==> src/rtl/fir_phase_scheduler_pkg.sv <==
// Shared types and default sizing for the polyphase FIR phase scheduler.
// Holds the FSM state encoding and the phase-count constants.
package fir_phase_scheduler_pkg;

    localparam int DEF_N_PHASES = 4;
    localparam int DEF_NB_SEL   = $clog2(DEF_N_PHASES);

    typedef enum logic [1:0] {
        IDLE  = 2'd0,
        CALC  = 2'd1,
        OUT   = 2'd2,
        SHIFT = 2'd3
    } state_t;

endpackage

==> src/rtl/fir_phase_scheduler.sv <==
// Sequencer for a polyphase FIR interpolator: holds one symbol, steps the phase selector and
// returns one registered sample per phase. Define FIR_SCHED_ZERO_STUFF_EN to stuff zero symbols on underrun.
module fir_phase_scheduler
    import fir_phase_scheduler_pkg::*;
#(
    parameter int NB_INPUT  = 8,
    parameter int NB_OUTPUT = 8,
    parameter int N_PHASES  = DEF_N_PHASES,
    parameter int NB_SEL    = DEF_NB_SEL
) (
    input  logic                 clock,
    input  logic                 i_reset,
    input  logic                 i_run,
    input  logic [NB_INPUT-1:0]  i_sym_data,
    input  logic                 i_sym_valid,
    output logic                 o_sym_ready,
    output logic [NB_INPUT-1:0]  o_fir_data,
    output logic [NB_SEL-1:0]    o_fir_sel,
    output logic                 o_fir_enable,
    input  logic [NB_OUTPUT-1:0] i_fir_out,
    output logic [NB_OUTPUT-1:0] o_data,
    output logic                 o_valid,
    input  logic                 i_ready,
    output logic                 o_busy,
    output logic                 o_underrun
);

    state_t                state;
    state_t                state_next;
    logic [NB_SEL-1:0]     phase;
    logic [NB_INPUT-1:0]   sym;
    logic [NB_OUTPUT-1:0]  data;
    logic                  valid;
    logic                  take_sym;
    logic                  take_zero;
    logic                  sym_ready;
    logic                  fir_enable;
    logic                  underrun;
    logic                  last_phase;

    assign last_phase = (phase == NB_SEL'(N_PHASES - 1));

    always_comb begin
        // NOTE: every signal driven here gets a default first, so no branch can infer a latch.
        state_next = state;
        sym_ready  = 1'b0;
        fir_enable = 1'b0;
        underrun   = 1'b0;
        take_sym   = 1'b0;
        take_zero  = 1'b0;
        case (state)
            IDLE, SHIFT: begin
                // SHIFT doubles as the accept slot so back-to-back symbols never pass through IDLE.
                sym_ready  = i_run;
                fir_enable = (state == SHIFT);
                underrun   = i_run && !i_sym_valid && i_ready;
                state_next = IDLE;
                if (i_run && i_sym_valid) begin
                    take_sym   = 1'b1;
                    state_next = CALC;
                end
`ifdef FIR_SCHED_ZERO_STUFF_EN
                else if (underrun) begin
                    take_zero  = 1'b1;
                    state_next = CALC;
                end
`endif
            end
            CALC: state_next = OUT;
            OUT: begin
                if (i_ready) begin
                    state_next = last_phase ? SHIFT : CALC;
                end
            end
            default: state_next = IDLE;
        endcase
    end

    always_ff @(posedge clock) begin
        // NOTE: non-blocking assignments only, so the FIR samples the old held symbol at the same edge a new one latches.
        if (i_reset) begin
            // NOTE: the held-symbol register is reset as well, so a restart never presents stale data to the FIR.
            state <= IDLE;
            phase <= '0;
            sym   <= '0;
            data  <= '0;
            valid <= 1'b0;
        end else begin
            state <= state_next;

            if (take_sym) begin
                sym <= i_sym_data;
            end else if (take_zero) begin
                sym <= '0;
            end

            if (take_sym || take_zero || state == SHIFT) begin
                phase <= '0;
            end else if (state == OUT && i_ready && !last_phase) begin
                phase <= phase + 1'b1;
            end

            if (state == CALC) begin
                data  <= i_fir_out;
                valid <= 1'b1;
            end else if (state == OUT && i_ready) begin
                valid <= 1'b0;
            end
        end
    end

    assign o_sym_ready  = sym_ready;
    assign o_fir_data   = sym;
    assign o_fir_sel    = phase;
    assign o_fir_enable = fir_enable;
    assign o_data       = data;
    assign o_valid      = valid;
    assign o_busy       = (state != IDLE);
    assign o_underrun   = underrun;

endmodule
==> config.mk <==
export PLATFORM = sky130hd
export DESIGN_NAME = fir_phase_scheduler
export DESIGN_NICKNAME = d
export VERILOG_FILES = /design/src/rtl/fir_phase_scheduler_pkg.sv /design/src/rtl/fir_phase_scheduler.sv
export SDC_FILE = /design/constraint.sdc
export NUM_CORES = 1
export LEC_CHECK = 0
export ABC_AREA = 1
export CAP_MARGIN = 30
export CORE_MARGIN = 1.5
export CORE_UTILIZATION = 39
export DETAILED_ROUTE_END_ITERATION = 8
export HOLD_SLACK_MARGIN = 0.03
export PLACE_DENSITY = 0.77
export SLEW_MARGIN = 20
export SYNTH_ARGS = -nofsm -noshare
export SYNTH_HDL_FRONTEND = slang
export SYNTH_SLANG_ARGS = --single-unit
==> constraint.sdc <==
create_clock -name clock -period 1.7 [get_ports clock]
set_input_delay 0.255 -clock clock [delete_from_list [all_inputs] [get_ports clock]]
set_output_delay 0.255 -clock clock [all_outputs]
set_load 0.01 [all_outputs]
==> results.sh <==
export IMPL_hold_viol_final=0
export IMPL_overflow=0
export IMPL_die_area_um2=2650
export IMPL_cp_num_buf_inv=3
export IMPL_place_congestion=0.850
export IMPL_vias=924
export IMPL_cap_violations=0
export IMPL_p_per_area_nw_per_um2=659
export IMPL_seq_area_um2=423
export IMPL_clockRootBuffer="clkbuf_4"
export IMPL_synthMuxAreaShare_pct=0
export IMPL_fin_crit_sh_pct=93.6
export IMPL_numPortBuffers=43
export IMPL_ys_types=17
export IMPL_syn_area_per_cell_um2=7.78
export IMPL_synth_top_family_by_area="simple AND/OR/NAND/NOR gates"
export IMPL_synth_xor_area_share_pct=0
export IMPL_nets=201
export IMPL_crit_required_ns=1.44
export IMPL_clk_path_buf_depth=2
export IMPL_placed_area_um2=1440
export IMPL_first_pass_iters=4
export IMPL_start_util_pct=41.5
export IMPL_synth_compound_area_share_pct=11.9
export IMPL_crit_path_start_kind="flip-flop"
export IMPL_synth_yosys_seq_area_share_pct=45.8
export IMPL_vias_per_cell=4.62
export IMPL_die_y_um=51.5
export IMPL_fin_crit_ns=1.59
export IMPL_drt_wl_total_mm=2.18
export IMPL_grt_pass1_vias=872
export IMPL_yosys_area_share_simple_pct=26.6
export IMPL_cp_slowest_cell="dfxtp_2"
export IMPL_path_max_fanout=4
export IMPL_yosysWarnings=0
export IMPL_synth_area_um2=918
export IMPL_worst_pin_slew_ns=0.281
export IMPL_status="complete, no violations"
export IMPL_ys_top_cells_by_area="dfxtp_1 46%, nor2_1 15%, ha_1 9.5%"
export IMPL_fin_util_pct=66.2
export IMPL_multi_input_area_um2=453
export IMPL_cts_made_buffers=3
export IMPL_post_place_ws_ns=-0.156
export IMPL_htree_levels=1
export IMPL_final_cell_mix="39 x clkdlybuf4s50_1, 37 x nor2_1, 19 x dfxtp_1"
export IMPL_grtUsageTotal_pct=18.0
export IMPL_synth_top_area_cell="dfxtp_1"
export IMPL_grt_pass1_wl_mm=3.65
export IMPL_finalSetupViolCount=0
export IMPL_worst_clock_skew_ns=0.00125
export IMPL_cts_num_sinks=21
export IMPL_final_common_cell="clkdlybuf4s50_1"
export IMPL_cp_slowest_stage_delay_ns=0.34
export IMPL_die_w_um=51.5
export IMPL_core_um2=2210
export IMPL_num_rows=17
export IMPL_worstSkewPairLatency_ns=0.30
export IMPL_grt_setup_unrepaired="false"
export IMPL_cts_tree="built"
export IMPL_total_power_mw=0.966
export IMPL_avgRoutedWirePerCell_um=10.9
export IMPL_fmax_mhz=629
export IMPL_cts_clk_slew_worst_paths_ns=0.12
export IMPL_placed_cells=196
export IMPL_ys_ff_latch=21
export IMPL_end_kind="primary output"
export IMPL_fill_cells=189
export IMPL_drive_above_1_share_pct=15.7
export IMPL_critical_path_class="reg2out"
export IMPL_cp_arrival_ns=1.34
export IMPL_postSynthCellCount=118
export IMPL_crit_family="buffers and inverters"
export IMPL_final_setup_tns_ns=0
export IMPL_postCtsSetupBuffers=0
export IMPL_route_detailed_drc=0
export IMPL_grt_start_max_net_pins=18
export IMPL_whs_ns=0.495
export IMPL_antenna_found_initial=0
export IMPL_vdd_drop_max_mv=0.447
export IMPL_slew_violations=0
export IMPL_pin_count=44
export IMPL_max_slew_margin_rel_pct=81.3
export IMPL_leakage_nw=0.638
export IMPL_hold_class="reg2reg"
export IMPL_worst_slack_ns=0.109
export IMPL_layout_cells_non_filler=200
export IMPL_ant_nets=0
export IMPL_dp_hpwl_mm=1.73
export IMPL_synthAdderAreaFrac_pct=9.54
export IMPL_design_area_um2=1470
export IMPL_antenna_cells=0
export IMPL_worstPathCellList="inv_1 -> ha_4 -> buf_4 -> nor2_1 -> buf_2"
export IMPL_syn_nets=146
export IMPL_drt_iter0_drc=20
export IMPL_area_delta_synth_final_pct=59.5
export IMPL_yosys_area_top_type_share_pct=45.8
-- state kept, by name, summed over array words and instances, names as in the netlist --
| register | count |
|---|---|
| o_data | 8 |
| o_fir_data | 8 |
| o_fir_sel | 2 |
| state | 2 |
| o_valid | 1 |
-- logic make-up (layout without fill, tap and decap cells) --
logic type / Yosys count / after routing
buffers and inverters: 13 / 67
AND/OR/NAND/NOR: 56 / 56
flip-flops: 21 / 21
AO/OA/AOI/OAI: 21 / 21
adder cells (fa/ha/maj): 7 / 7
-- cell type report --
cell class / instances / share of cell area [%]
clock buffer: 3 / 1.54
clock inverter: 1 / 0.342
inverter: 11 / 2.82
multi-input combinational: 84 / 30.9
sequential: 21 / 28.9
tap: 28 / 2.39
timing repair buffer: 52 / 33.1
-- synth_stat cells --
master   count
nand3_1      4
buf_6        1
ha_1         7
nand2_2      2
dfxtp_1     21
a21oi_2      1
inv_2        4
nand2_4      1
a21oi_1      3
nor2_1      37
nand2_1     10
o21ai_1      1
buf_2        1
o21ai_0     16
inv_1        7
nor4_1       1
nand3_4      1
-- tightest hold or removal path, cell delays in order (launching register included) --
cell	delay [ns]
dfxtp_1	0.33
nor2_1	0.09
nor2_1	0.05
-- metal layers --
metal / up-vias / global-route usage [%] / wire, um
met5: - / 0 / 0
met4: 0 / 5.26 / 6
met3: 2 / 4.02 / 165
met2: 30 / 31.2 / 1100
met1: 412 / 22.2 / 907
li1: 480 / - / -
-- what timing repair did --
| action | CTS | global route |
|---|---|---|
| gates cloned | 0 | 0 |
| endpoints found under the setup margin | 4 | 1 |
| resized for setup | 13 | 1 |
| hold buffers | 0 | 0 |
| pin swaps | 2 | 0 |
-- path summary, 6_finish.rpt --
check / startpoint / to / slack, ns / cells after the start
max: state[1] / o_sym_ready / 0.11 / 5
min: o_fir_data[7] / o_fir_data[7] / 0.50 / 2
max reg2reg: state[1] / state[1] / 0.30 / 7
min reg2reg: o_fir_data[7] / o_fir_data[7] / 0.50 / 2
-- report_power, final --
| part | switching (mW) | internal [mW] | leakage [nW] |
|---|---|---|---|
| Clock | 0.154 | 0.0876 | 0.0177 |
| Combinational | 0.0810 | 0.115 | 0.447 |
| Sequential | 0.0117 | 0.517 | 0.173 |
| Total | 0.246 | 0.720 | 0.638 |
Power figures use the tool's default switching activity.
